<file path="config.mk">
export PLATFORM = sky130hd
export DESIGN_NAME = div_radix2
export DESIGN_NICKNAME = d
export VERILOG_FILES = /design/src/rtl/div_radix2_pkg.sv /design/src/rtl/div_radix2_step.sv /design/src/rtl/div_radix2.sv
export SDC_FILE = /design/constraint.sdc
export NUM_CORES = 1
export LEC_CHECK = 0
export BUFFER_PORTS_ARGS = -buffer_cell sky130_fd_sc_hd__buf_4
export CAP_MARGIN = 20
export CORE_AREA = 5 5 185 187
export CTS_CLUSTER_SIZE = 12
export DETAILED_ROUTE_END_ITERATION = 10
export DIE_AREA = 0 0 190 192
export GPL_TIMING_DRIVEN = 0
export HOLD_SLACK_MARGIN = 0.08
export SETUP_SLACK_MARGIN = 0.3
export SLEW_MARGIN = 20
export SYNTH_ARGS = -nofsm -noshare
export SYNTH_HDL_FRONTEND = slang
export SYNTH_SLANG_ARGS = --single-unit
</file>
<file path="constraint.sdc">
create_clock -name clk -period 7.11 [get_ports clk]
set_input_delay 0 -clock clk [delete_from_list [all_inputs] [get_ports clk]]
set_output_delay 0 -clock clk [all_outputs]
set_load 0.02 [all_outputs]
</file>
<file path="src/rtl/div_radix2_pkg.sv">
// Shared definitions for the radix-2 restoring divider.
//   div_state_e : FSM state encoding (idle / busy / done)
//   div_cnt_w   : width of the iteration counter for a given operand width
package div_radix2_pkg;

  typedef enum logic [1:0] {
    StIdle = 2'b00,
    StBusy = 2'b01,
    StDone = 2'b10
  } div_state_e;

  // Counter must hold the value WIDTH itself.
  function automatic int unsigned div_cnt_w(input int unsigned width);
    return $clog2(width + 1);
  endfunction

endpackage

</file>
<file path="src/rtl/div_radix2_step.sv">
// One restoring-division iteration (purely combinational).
//   rem_in  : partial remainder before this step
//   q_in    : dividend/quotient shift register; MSB is the next dividend bit
//   divisor : divisor magnitude
//   rem_out : partial remainder after this step
//   q_out   : q_in shifted left with the new quotient bit in the LSB
module div_radix2_step
  import div_radix2_pkg::*;
#(
  parameter int unsigned WIDTH = 32
) (
  input  logic [WIDTH-1:0] rem_in,
  input  logic [WIDTH-1:0] q_in,
  input  logic [WIDTH-1:0] divisor,
  output logic [WIDTH-1:0] rem_out,
  output logic [WIDTH-1:0] q_out
);

  // One extra bit: the shifted remainder can reach 2*divisor-1, and the
  // MSB of the difference is the borrow.
  logic [WIDTH:0] shifted;
  logic [WIDTH:0] diff;

  assign shifted = {rem_in, q_in[WIDTH-1]};
  assign diff    = shifted - {1'b0, divisor};

  always_comb begin
    if (!diff[WIDTH]) begin
      rem_out = diff[WIDTH-1:0];
      q_out   = {q_in[WIDTH-2:0], 1'b1};
    end else begin
      rem_out = shifted[WIDTH-1:0];
      q_out   = {q_in[WIDTH-2:0], 1'b0};
    end
  end

endmodule

</file>
<file path="src/rtl/div_radix2.sv">
// Multi-cycle radix-2 restoring divider (DIV / DIVU) for the execute stage.
//   clk, rst   : clock, synchronous active-high reset
//   start      : divide request; held high while the pipeline is stalled
//   signed_div : 1 = two's complement, 0 = unsigned; sampled on accept
//   annul      : cancel an in-flight operation
//   a, b       : dividend / divisor, sampled on accept
//   ready      : one-cycle pulse, result valid
//   result     : {remainder, quotient}; held until the next completion
module div_radix2
  import div_radix2_pkg::*;
#(
  parameter int unsigned WIDTH = 32
) (
  input  logic               clk,
  input  logic               rst,
  input  logic               start,
  input  logic               signed_div,
  input  logic               annul,
  input  logic [WIDTH-1:0]   a,
  input  logic [WIDTH-1:0]   b,
  output logic               ready,
  output logic [2*WIDTH-1:0] result
);

  localparam int unsigned CntW = div_cnt_w(WIDTH);

  div_state_e         state_q, state_d;
  logic [CntW-1:0]    cnt_q, cnt_d;
  logic [WIDTH-1:0]   rem_q, rem_d;
  logic [WIDTH-1:0]   quo_q, quo_d;
  logic [WIDTH-1:0]   dvs_q, dvs_d;
  logic               neg_quo_q, neg_quo_d;
  logic               neg_rem_q, neg_rem_d;
  logic [2*WIDTH-1:0] result_q, result_d;

  logic [WIDTH-1:0] a_mag, b_mag;
  logic [WIDTH-1:0] step_rem, step_quo;
  logic [WIDTH-1:0] fix_rem, fix_quo;

  // Plain WIDTH-bit negation: 0x80..0 maps to itself, which is the correct
  // unsigned magnitude, so no sign extension is needed.
  assign a_mag = (signed_div && a[WIDTH-1]) ? -a : a;
  assign b_mag = (signed_div && b[WIDTH-1]) ? -b : b;

  div_radix2_step #(
    .WIDTH(WIDTH)
  ) u_step (
    .rem_in (rem_q),
    .q_in   (quo_q),
    .divisor(dvs_q),
    .rem_out(step_rem),
    .q_out  (step_quo)
  );

  assign fix_quo = neg_quo_q ? -step_quo : step_quo;
  assign fix_rem = neg_rem_q ? -step_rem : step_rem;

  always_comb begin
    state_d   = state_q;
    cnt_d     = cnt_q;
    rem_d     = rem_q;
    quo_d     = quo_q;
    dvs_d     = dvs_q;
    neg_quo_d = neg_quo_q;
    neg_rem_d = neg_rem_q;
    result_d  = result_q;

    unique case (state_q)
      StIdle: begin
        if (start && !annul) begin
          rem_d     = '0;
          quo_d     = a_mag;
          dvs_d     = b_mag;
          neg_quo_d = signed_div & (a[WIDTH-1] ^ b[WIDTH-1]);
          neg_rem_d = signed_div & a[WIDTH-1];
          if (b == '0) begin
            // Divide by zero: all-ones quotient, raw dividend as remainder.
            result_d = {a, {WIDTH{1'b1}}};
            state_d  = StDone;
          end else begin
            cnt_d   = CntW'(WIDTH);
            state_d = StBusy;
          end
        end
      end
      StBusy: begin
        if (annul) begin
          state_d = StIdle;
        end else begin
          rem_d = step_rem;
          quo_d = step_quo;
          cnt_d = cnt_q - CntW'(1);
          if (cnt_q == CntW'(1)) begin
            result_d = {fix_rem, fix_quo};
            state_d  = StDone;
          end
        end
      end
      StDone: begin
        // start is ignored here; the pipeline advances this cycle.
        state_d = StIdle;
      end
      default: begin
        state_d = StIdle;
      end
    endcase
  end

  always_ff @(posedge clk) begin
    if (rst) begin
      state_q   <= StIdle;
      cnt_q     <= '0;
      rem_q     <= '0;
      quo_q     <= '0;
      dvs_q     <= '0;
      neg_quo_q <= 1'b0;
      neg_rem_q <= 1'b0;
      result_q  <= '0;
    end else begin
      state_q   <= state_d;
      cnt_q     <= cnt_d;
      rem_q     <= rem_d;
      quo_q     <= quo_d;
      dvs_q     <= dvs_d;
      neg_quo_q <= neg_quo_d;
      neg_rem_q <= neg_rem_d;
      result_q  <= result_d;
    end
  end

  // An annul arriving in the done cycle suppresses the pulse.
  assign ready  = (state_q == StDone) && !annul;
  assign result = result_q;

endmodule

</file>
==> flow_metrics.tcl <==
set metrics [dict create \
    slew_headroom_pct 35.8 \
    syn_area_per_cell_um2 7.65 \
    utilization_pct 46.5 \
    num-nets-final 1920 \
    p_leak_nw 5.66 \
    cp_slowest_cell "or4_1" \
    synthArstFlopShare_pct 0 \
    grt_pass1_vias 12200 \
    cpPeakStageDelay_ns 0.54 \
    io_pins 134 \
    synth.distinct_cells 95 \
    hpwlAfterDp_mm 37.8 \
    vias 13100 \
    worstSetupStartpointType "flip-flop" \
    core_area_mm2 0.0323 \
    drive_above_1_share_pct 13.5 \
    min_period_ns 6.58 \
    totalPowerFinal_w 0.00259 \
    maxCapViolCount 0 \
    synthCells 1590 \
    area_growth_pct 23.4 \
    tritoncts.num_buffers 17 \
    synthTopCellsByArea "dfxtp_1, nor2_1, xor2_1" \
    synthFlopType "dfxtp_1" \
    synth_seq_area_share_pct 28.0 \
    grt_overflow_total 0 \
    h-tree-depth 4 \
    numClockSinks 170 \
    start_util_pct 37.7 \
    drt_iter0_markers 1206 \
    rsz0062_at_grt "false" \
    ant_nets 0 \
    yosysTopAreaCell "dfxtp_1" \
    crit_chain "ha_1 -> inv_1 -> fa_1 -> a211oi_4 -> o211ai_2 -> a32oi_2 -> nand2_2 -> a311o_1 -> nor2_4 -> buf_4 -> buf_6 -> buf_4 -> mux2i_2 -> ha_1 -> nand2_1 -> or4_1 -> nor3_2 -> a21oi_1 -> or4_1 -> nor3_2 -> a21oi_1 -> or4_1" \
    finalHoldViolCount 0 \
    synth_top_area_share_pct 28.0 \
    dp_cells 2165 \
    io_buffers 133 \
    post_drt_wl_per_cell_um 21.2 \
    grt_usage_pct 25.5 \
    synth_area_mm2 0.0122 \
    required_ns 7.43 \
    cp-end-kind "flip-flop" \
    finalCritPeriodShare_pct 92.5 \
    crit_fanout 10 \
    clockBufferDepth 2 \
    pwr_density_cell_mw_per_mm2 172 \
    die_w_um 190 \
    viasPerCell 5.76 \
    syn-num-nets 1698 \
    first_pass_iters 7 \
    rows 66 \
    die-area_mm2 0.0365 \
    cts_tree "yes" \
    path_common_cell "or4_1" \
    fin_tns_setup_ns 0 \
    postSynthRegisterBits 170 \
    clk_pin_slew_worst_paths_ns 0.08 \
    setup_violations 0 \
    hold_path_class "in2reg" \
    clock_latency_ns 0.44 \
    crit_arrival_ns 6.90 \
    die_h_um 192 \
    antenna_found_initial 0 \
    synth_edf_count 0 \
    fillers 3223 \
    peakVddDrop_mv 0.179 \
    wirelength_mm 48.2 \
    max_freq_mhz 152 \
    root_buffer "clkbuf_16" \
    drc 0 \
    path_class "reg2reg" \
    worst_pin_slew_ns 0.963 \
    gp_congestion 0.938 \
    status "completed" \
    slew_violations 0 \
    yosysWarnings 0 \
    n_antenna_cell 0 \
    layoutNonFillerInstCount 2266 \
    grt_max_degree 20 \
    clock_skew_ns 0.0157 \
    grt_pass1_wl_mm 72.0 \
]
-- report_power, final --
| group | internal (W) | total [W] | leakage [nW] | switching (W) |
|---|---|---|---|---|
| sequential | 0.000983 | 0.00102 | 1.38 | 0.0000353 |
| clock | 0.000466 | 0.000926 | 0.270 | 0.000460 |
| combinational | 0.000248 | 0.000644 | 4.01 | 0.000396 |
| total | 0.00170 | 0.00259 | 5.66 | 0.000891 |
-- synth_stat cells, types with 4 or more instances --
master    number
nor2_1       247
dfxtp_1      170
nand2_1      135
a21oi_1      123
xor2_1        82
a211oi_1      81
clkbuf_1      72
o21ai_0       68
inv_1         48
xnor2_1       46
nor3_1        42
ha_1          38
a311oi_1      35
o31ai_1       31
nand3_1       23
or3_1         20
o41ai_1       19
nor4_1        18
or4_1         18
mux2i_1       17
a22oi_1       16
nor2b_1       15
and3_1        12
a21o_1        11
a31oi_1       11
and2_1        10
clkbuf_8      10
o211ai_1      10
buf_2          9
mux2_2         9
o21a_1         9
nand2b_1       8
buf_1          7
or2_2          7
and4_1         6
a211o_1        5
buf_6          5
nand4_1        5
o21ai_1        5
nand3b_1       4
o22ai_1        4
-- flip-flops by register name (all words and copies together) (netlist names) --
register / flops
neg_rem_q: 1
cnt_q: 6
result: 64
dvs_q: 32
quo_q: 32
state_q: 2
neg_quo_q: 1
rem_q: 32
-- area by class of cell --
cell class	count	area (µm²)	area share, %
Timing Repair Buffer	204	1710	11.4
Multi-Input combinational cell	1263	8020	53.4
Clock inverter	13	131	0.876
Inverter	49	184	1.23
Clock buffer	18	429	2.86
Tap cell	442	553	3.69
Buffer	107	576	3.84
Sequential cell	170	3400	22.7
-- through the flow --
stage               area [µm²]  hold slack, ns  worst slack [ns]
floorplan                12200          0.0817              1.33
global placement         13700           0.301            -0.134
detailed placement       13700           0.303            -0.193
CTS                      15000          0.0803             0.505
global route             15000          0.0965             0.350
finish                   15000          0.0954             0.534
-- path summary, 6_finish.rpt --
kind / from / end / slack (ns) / cells after the start
setup / recovery: dvs_q[0]$_SDFFE_PP0P_ / result[58]$_SDFFE_PP0P_ / 0.53 / 22
hold / removal: a[2] / quo_q[2]$_SDFFE_PP0P_ / 0.1 / 5
setup reg to reg: dvs_q[0]$_SDFFE_PP0P_ / result[58]$_SDFFE_PP0P_ / 0.53 / 22
hold reg to reg: dvs_q[31]$_SDFFE_PP0P_ / dvs_q[31]$_SDFFE_PP0P_ / 0.45 / 2
-- per-layer routing --
layer  routed length [µm]  part of all wire, %  vias to the layer above  global-route usage, %
met5                    0                    0                        -                      0
li1                     -                    -                     6237                      -
met2                22300                   46                      570                   42.5
met1                20600                   43                     6163                   33.7
met4                 1690                  3.5                        0                   9.35
met3                 3620                  7.5                       84                   3.65
-- kinds of logic after synthesis --
| family | after synthesis | synth area share, % |
|---|---|---|
| buffers and inverters | 157 | 6.18 |
| XOR/XNOR | 128 | 9.22 |
| multiplexers | 26 | 2.23 |
| flip-flops | 170 | 28.0 |
| AO/OA/AOI/OAI | 475 | 27.1 |
| adder cells (fa/ha/maj) | 39 | 4.08 |
| AND/OR/NAND/NOR | 595 | 23.2 |
-- worst max-delay path: cells and delay by family (launching register included) --
kind	cells	cell delay, ns
fa+ha+maj	3	0.97
compound gates	6	1.45
mux	1	0.32
flops	1	0.42
buf+inv	4	0.82
simple gates	8	2.45
-- cells in the final DEF, fill, tap and decap left out, drive strengths merged, types with 5 or more instances in the layout --
master and count:
a2111oi 5, a211o 5, a211oi 82, a21o 14, a21oi 123, a22oi 16, a311oi 35, a31oi 12
and2 11, and3 13, and4 6, buf 157, clkbuf 102, dfxtp 170, dlygate4sd3 70, ha 38
inv 58, mux2 9, mux2i 17, nand2 136, nand2b 8, nand3 23, nand4 5, nor2 249
nor2b 15, nor3 44, nor4 19, o211ai 11, o21a 9, o21ai 74, o31ai 33, o41ai 20
or2 7, or3 23, or4 18, xnor2 46, xor2 82
-- what timing repair did --
action / in CTS / in global routing
gates cloned: 0 / 0
resized for setup: 4 / 2
hold endpoints to repair: 75 / 0
pin swaps: 1 / 0
hold buffers: 70 / 0
endpoints found under the setup margin: 5 / 1
buffers inserted: 1 / 0
No activity file was read; power rests on OpenSTA's default activity.
